<file path="src/rtl/sprite_layer_renderer.sv">
// Composites up to NUM_SPRITES frame-strip sprites over a live background colour.
// Fixed three-stage pipeline: address/hit, ROM read, output register.
module sprite_layer_renderer #(
    parameter int NUM_SPRITES = 4,
    parameter int IMG_WIDTH   = 64,
    parameter int IMG_HEIGHT  = 64,
    parameter int NUM_FRAMES  = 4,
    parameter int FRAME_W     = 2,
    parameter int COLOR_WIDTH = 12,
    parameter int ADDR_WIDTH  = 14,
    parameter logic [COLOR_WIDTH-1:0] TRANSPARENT = 12'hF0F
) (
    input  logic                           clk,
    input  logic                           rst,
    input  logic [10:0]                    curr_x,
    input  logic [9:0]                     curr_y,
    input  logic                           video_en,
    input  logic                           frame_start,
    input  logic [11*NUM_SPRITES-1:0]      spr_pos_x,
    input  logic [10*NUM_SPRITES-1:0]      spr_pos_y,
    input  logic [FRAME_W*NUM_SPRITES-1:0] spr_frame,
    input  logic [NUM_SPRITES-1:0]         spr_en,
    input  logic [COLOR_WIDTH-1:0]         bg_color,
    output logic [ADDR_WIDTH-1:0]          rom_addr,
    input  logic [COLOR_WIDTH-1:0]         rom_data,
    output logic [3:0]                     o_pix_r,
    output logic [3:0]                     o_pix_g,
    output logic [3:0]                     o_pix_b,
    output logic                           o_video_en,
    output logic                           o_hit_valid,
    output logic [2:0]                     o_hit_id
);

    localparam int FRAME_PIXELS = IMG_WIDTH * IMG_HEIGHT;

    logic [11*NUM_SPRITES-1:0]      pos_x_q;
    logic [10*NUM_SPRITES-1:0]      pos_y_q;
    logic [FRAME_W*NUM_SPRITES-1:0] frame_q;
    logic [NUM_SPRITES-1:0]         en_q;

    logic [NUM_SPRITES-1:0] hit_vec;
    logic [11:0]            px     [NUM_SPRITES];
    logic [10:0]            py     [NUM_SPRITES];
    logic [11:0]            dx     [NUM_SPRITES];
    logic [10:0]            dy     [NUM_SPRITES];
    logic                   hit_d;
    logic [2:0]             id_d;
    logic [ADDR_WIDTH-1:0]  addr_d;
    int                     lin;

    logic                   hit_a_q, hit_b_q, ven_a_q, ven_b_q;
    logic [2:0]             id_a_q, id_b_q;
    logic [COLOR_WIDTH-1:0] pix_d, pix_q;
    logic                   out_hit_d, out_hit_q, out_ven_q;
    logic [2:0]             out_id_d, out_id_q;

    // Attributes only change between frames so a sprite never tears mid-frame.
    always_ff @(posedge clk) begin
        if (!rst) begin
            pos_x_q <= '0;
            pos_y_q <= '0;
            frame_q <= '0;
            en_q    <= '0;
        end else if (frame_start) begin
            pos_x_q <= spr_pos_x;
            pos_y_q <= spr_pos_y;
            frame_q <= spr_frame;
            en_q    <= spr_en;
        end
    end

    // Bounds use one extra bit so sprites near the right/bottom edge cannot wrap to 0.
    always_comb begin
        hit_vec = '0;
        for (int i = 0; i < NUM_SPRITES; i++) begin
            px[i] = {1'b0, pos_x_q[11*i +: 11]};
            py[i] = {1'b0, pos_y_q[10*i +: 10]};
            dx[i] = {1'b0, curr_x} - px[i];
            dy[i] = {1'b0, curr_y} - py[i];
            hit_vec[i] = en_q[i]
                && (int'(frame_q[FRAME_W*i +: FRAME_W]) < NUM_FRAMES)
                && ({1'b0, curr_x} >= px[i]) && ({1'b0, curr_x} < px[i] + 12'(IMG_WIDTH))
                && ({1'b0, curr_y} >= py[i]) && ({1'b0, curr_y} < py[i] + 11'(IMG_HEIGHT));
        end
    end

    // Walk from highest to lowest index so the lowest-indexed hit overwrites the rest.
    always_comb begin
        hit_d  = 1'b0;
        id_d   = '0;
        addr_d = '0;
        lin    = 0;
        for (int i = NUM_SPRITES - 1; i >= 0; i--) begin
            if (hit_vec[i]) begin
                lin    = int'(frame_q[FRAME_W*i +: FRAME_W]) * FRAME_PIXELS
                       + int'(dy[i]) * IMG_WIDTH + int'(dx[i]);
                hit_d  = 1'b1;
                id_d   = 3'(i);
                addr_d = ADDR_WIDTH'(lin);
            end
        end
        if (!video_en) begin
            hit_d  = 1'b0;
            id_d   = '0;
            addr_d = '0;
        end
    end

    always_comb begin
        pix_d     = '0;
        out_hit_d = 1'b0;
        out_id_d  = '0;
        if (ven_b_q) begin
            if (hit_b_q && (rom_data != TRANSPARENT)) begin
                pix_d     = rom_data;
                out_hit_d = 1'b1;
                out_id_d  = id_b_q;
            end else begin
                pix_d = bg_color;
            end
        end
    end

    always_ff @(posedge clk) begin
        if (!rst) begin
            rom_addr  <= '0;
            hit_a_q   <= 1'b0;
            id_a_q    <= '0;
            ven_a_q   <= 1'b0;
            hit_b_q   <= 1'b0;
            id_b_q    <= '0;
            ven_b_q   <= 1'b0;
            pix_q     <= '0;
            out_hit_q <= 1'b0;
            out_id_q  <= '0;
            out_ven_q <= 1'b0;
        end else begin
            rom_addr  <= addr_d;
            hit_a_q   <= hit_d;
            id_a_q    <= id_d;
            ven_a_q   <= video_en;
            hit_b_q   <= hit_a_q;
            id_b_q    <= id_a_q;
            ven_b_q   <= ven_a_q;
            pix_q     <= pix_d;
            out_hit_q <= out_hit_d;
            out_id_q  <= out_id_d;
            out_ven_q <= ven_b_q;
        end
    end

    assign o_pix_r     = pix_q[11:8];
    assign o_pix_g     = pix_q[7:4];
    assign o_pix_b     = pix_q[3:0];
    assign o_video_en  = out_ven_q;
    assign o_hit_valid = out_hit_q;
    assign o_hit_id    = out_id_q;

endmodule

</file>
<file path="config.mk">
export PLATFORM = sky130hd
export DESIGN_NAME = sprite_layer_renderer
export DESIGN_NICKNAME = d
export VERILOG_FILES = /design/src/rtl/sprite_layer_renderer.sv
export SDC_FILE = /design/constraint.sdc
export NUM_CORES = 1
export LEC_CHECK = 0
export BUFFER_PORTS_ARGS = -buffer_cell sky130_fd_sc_hd__buf_2
export CORE_MARGIN = 2
export CORE_UTILIZATION = 27
export CTS_CLUSTER_SIZE = 28
export DETAILED_ROUTE_END_ITERATION = 6
export PLACE_DENSITY = 0.56
export SYNTH_ARGS = -nofsm -noshare
export SYNTH_HDL_FRONTEND = slang
export SYNTH_SLANG_ARGS = --single-unit
</file>
<file path="constraint.sdc">
create_clock -name clk -period 5.2 [get_ports clk]
set_clock_uncertainty 0.1 [all_clocks]
set_input_delay 1.04 -clock clk [delete_from_list [all_inputs] [get_ports clk]]
set_output_delay 1.04 -clock clk [all_outputs]
set_load 0.05 [all_outputs]
</file>
==> key figures <==
Timing
  • Final setup TNS: 0 ps
  • Final worst path period need: 4290 ps
  • Fmax: 0.233 GHz
  • Final worst slack: 913 ps
  • Slew Limit Fails: 0
  • Hold Fails Final Rpt: 0
  • Hold_ws: 336 ps
  • Final worst-path cycle share: 0.825
  • Final setup fails: 0
  • Slew Limit Headroom: 0.401
  • Worst slew pin tran: 899 ps
  • RSZ-0062 raised after global routing: no

CTS
  • Clk_lat worst skew: 450 ps
  • Cts repair resizes: 0
  • Root Driver: clkbuf_16
  • CTS clk-pin slew, worst paths: 70 ps
  • CTS Buffer Depth: 2
  • CTS Sinks: 134
  • CTS buffer count: 17
  • CTS Hold Bufs: 0
  • CTS tree: built
  • Setup Buffers After CTS: 0
  • H-tree levels: 4

Cells and area
  • Storage cell area: 2680 um2
  • Area of the multi-input gates: 7850 um2
  • Proportion of layout cells with a drive suffix above 1: 0.155
  • Antenna Cells: 0
  • Most common cell after layout, fill and taps aside: buf_2
  • P&R area growth vs syn: 18.1%
  • Final core utilization: 0.323
  • Layout fillers: 4,320
  • Commonest non-fill, non-tap cells in the layout: 173 x buf_2, 156 x ha_1, 134 x dfxtp_1, 127 x inv_1, 112 x nor2b_1
  • Final Net Count: 1,771

Power
  • Combinational share of power: 0.353
  • Sw frac: 0.358
  • Clock share of power: 0.341
  • Sequential share of power: 0.307
  • Internal power: 2.34 mW
  • PwrDens: 276 nW/um2
  • Peak VDD IR: 0.147 mV
  • Sw Pwr: 1.30 mW
  • P_leak: 5.83 nW

Placed design
  • Placer Congestion: 0.878
  • Port Buffers: 174
  • Post-DP HPWL: 26.9 mm
  • Pre-CTS setup slack: 435 ps

Worst setup path
  • Crit. End Element: register
  • Largest stage delay, worst path: 390 ps
  • Critical path depth in cells: 19
  • Critical Path Slowest Stage Cell: o31ai_1
  • R2R depth: 18
  • Top delay family on crit path: compound AO/OA/AOI/OAI gates
  • Worst Setup Start Kind: input pin
  • Crit path buf inv count: 1
  • Critical path type: input pin to register
  • CP Cell Sequence: buf_2 -> ha_1 -> nor2b_1 -> o31ai_1 -> a21oi_1 -> o21a_1 -> nor2_1 -> o21bai_1 -> a21o_1 -> xor2_1 -> ha_1 -> o21ai_0 -> o21bai_1 -> a21oi_1 -> o21bai_1 -> a21oi_1 -> xnor2_1 -> a221oi_1 -> o32ai_1
  • Max FO, Critical Path: 7
  • Crit path DAT: 4510 ps
  • Worst EP required: 5420 ps

Die
  • Die height: 207 um
  • Horiz. Die Dim: 207 um
  • Core area: 40,800 um2
  • I/O pin count: 176
  • Die area: 43,000 um2
  • Starting Density: 0.274
  • # rows: 74

Yosys
  • Post-synth top area share: 0.240
  • Distinct cell type count of the synthesized netlist: 76
  • YS warnings: 0
  • Synth Flop Type: dfxtp_1
  • Yosys top cell by area: dfxtp_1
  • Sequential cell area fraction in the yosys report: 0.240
  • Post-synthesis cell area: 11,200 um2
  • Number of flops mapped to enable cells by yosys: 0
  • Synthesized Nets: 1,609
  • Cells after Synth: 1,296
  • Avg Cell Area, Syn: 8.62 um2
  • Ranking of synthesized cells by area: dfxtp_1 24%, ha_1 17%, mux2i_1 9.6%
  • Post-synth ARST share: 0
  • Register bit total from synthesis: 134

Hold path
  • HP Class: register to register
  • Hold depth: 1

Global route
  • Initial antenna violation count: 0
  • First-pass GRT wire length: 52.6 mm
  • Vias in the first global route: 9,738
  • Largest net degree at the start of global routing: 101
  • GR Util All Layers: 0.155
  • Grt ovf: 0

Detailed routing
  • Number of remaining DRC errors: 0
  • Vias after detailed routing: 9,545
  • First-pass iteration count of the detailed router: 5
  • Initial DRC count: 458
  • Wire per inst: 16.5 um
  • Via density: 4.77
  • Final ANT Viol Nets: 0
  • DRT Wirelength: 33.1 mm

Outcome
  • Status: finished, final reports clean

Job
  • Max cap viols: 0
## per-stage QoR
stage	std cells	area [um2]	total power, mW
after detailed placement	1971	12600	2.42
final	2003	13200	3.64
after global placement	1971	12600	2.39
after global routing	2003	13200	3.89
after CTS	2003	13200	3.69
after floorplan	1296	11200	2.08
## path summary, 6_finish.rpt
kind / slack [ps] / from / endpoint
max: 910 / curr_x[1] / rom_addr[13]
min: 340 / id_b_q[1] / o_hit_id[1]
max reg2reg: 1280 / pos_x_q[12] / rom_addr[13]
min reg2reg: 340 / id_b_q[1] / o_hit_id[1]
## logic make-up after synthesis
logic type	count (synthesis)	share of synthesized area
simple gates	366	0.181
xor+xnor	92	0.0721
fa+ha+maj	168	0.196
buf+inv	164	0.0577
other cells	1	0.000336
compound gates	263	0.156
mux	108	0.0969
flops	134	0.240
## metal layers
metal | GRT usage | routed length (um)
met5 | 0 | 0
met2 | 0.276 | 16500
met4 | 0.0466 | 670
met1 | 0.186 | 14500
met3 | 0.0313 | 1440
## power by group through the flow
stage | clock, mW | sequential [mW] | combinational (mW)
5_1_grt | 1.33 | 1.12 | 1.44
6_report | 1.24 | 1.12 | 1.29
4_1_cts | 1.29 | 1.12 | 1.29
3_3_place_gp | 0 | 1.14 | 1.25
2_1_floorplan | 0 | 1.14 | 0.941
3_5_place_dp | 0 | 1.14 | 1.28
## worst register-to-register path: cells and delay by family (launching register included)
kind / cells / cell delay (ps)
flip-flops: 1 / 380
AO/OA/AOI/OAI: 9 / 1870
XOR/XNOR: 3 / 410
AND/OR/NAND/NOR: 3 / 350
buffers and inverters: 1 / 60
adder cells (fa/ha/maj): 2 / 640
## layout make-up
type,instances,share of cell area
inverters,127,0.0361
well taps,532,0.0505
clock inverters,13,0.0101
repair buffers,180,0.0706
clock buffers,19,0.0343
multi-input cells,998,0.595
flip-flops and latches,134,0.203
## Yosys cell counts, types with 10 or more instances
cell type,n
nor3_1,16
dfxtp_1,134
nor2b_1,112
o211ai_1,13
xor2_1,26
a21o_1,25
a21oi_1,66
ha_1,156
clkbuf_1,24
mux2i_1,107
o21a_1,15
nand4_1,19
nor2_1,71
inv_1,127
nand3_1,39
o21ai_0,48
xnor2_1,66
fa_1,12
nand2_1,40
nand2b_1,17
a211oi_1,10
## registers in the layout, indices dropped and copies added (netlist names), 4 cells and up
name	count
pos_y_q	40
en_q	4
rom_addr	14
pix_q	12
pos_x_q	44
frame_q	8
Power figures use the tool's default switching activity.
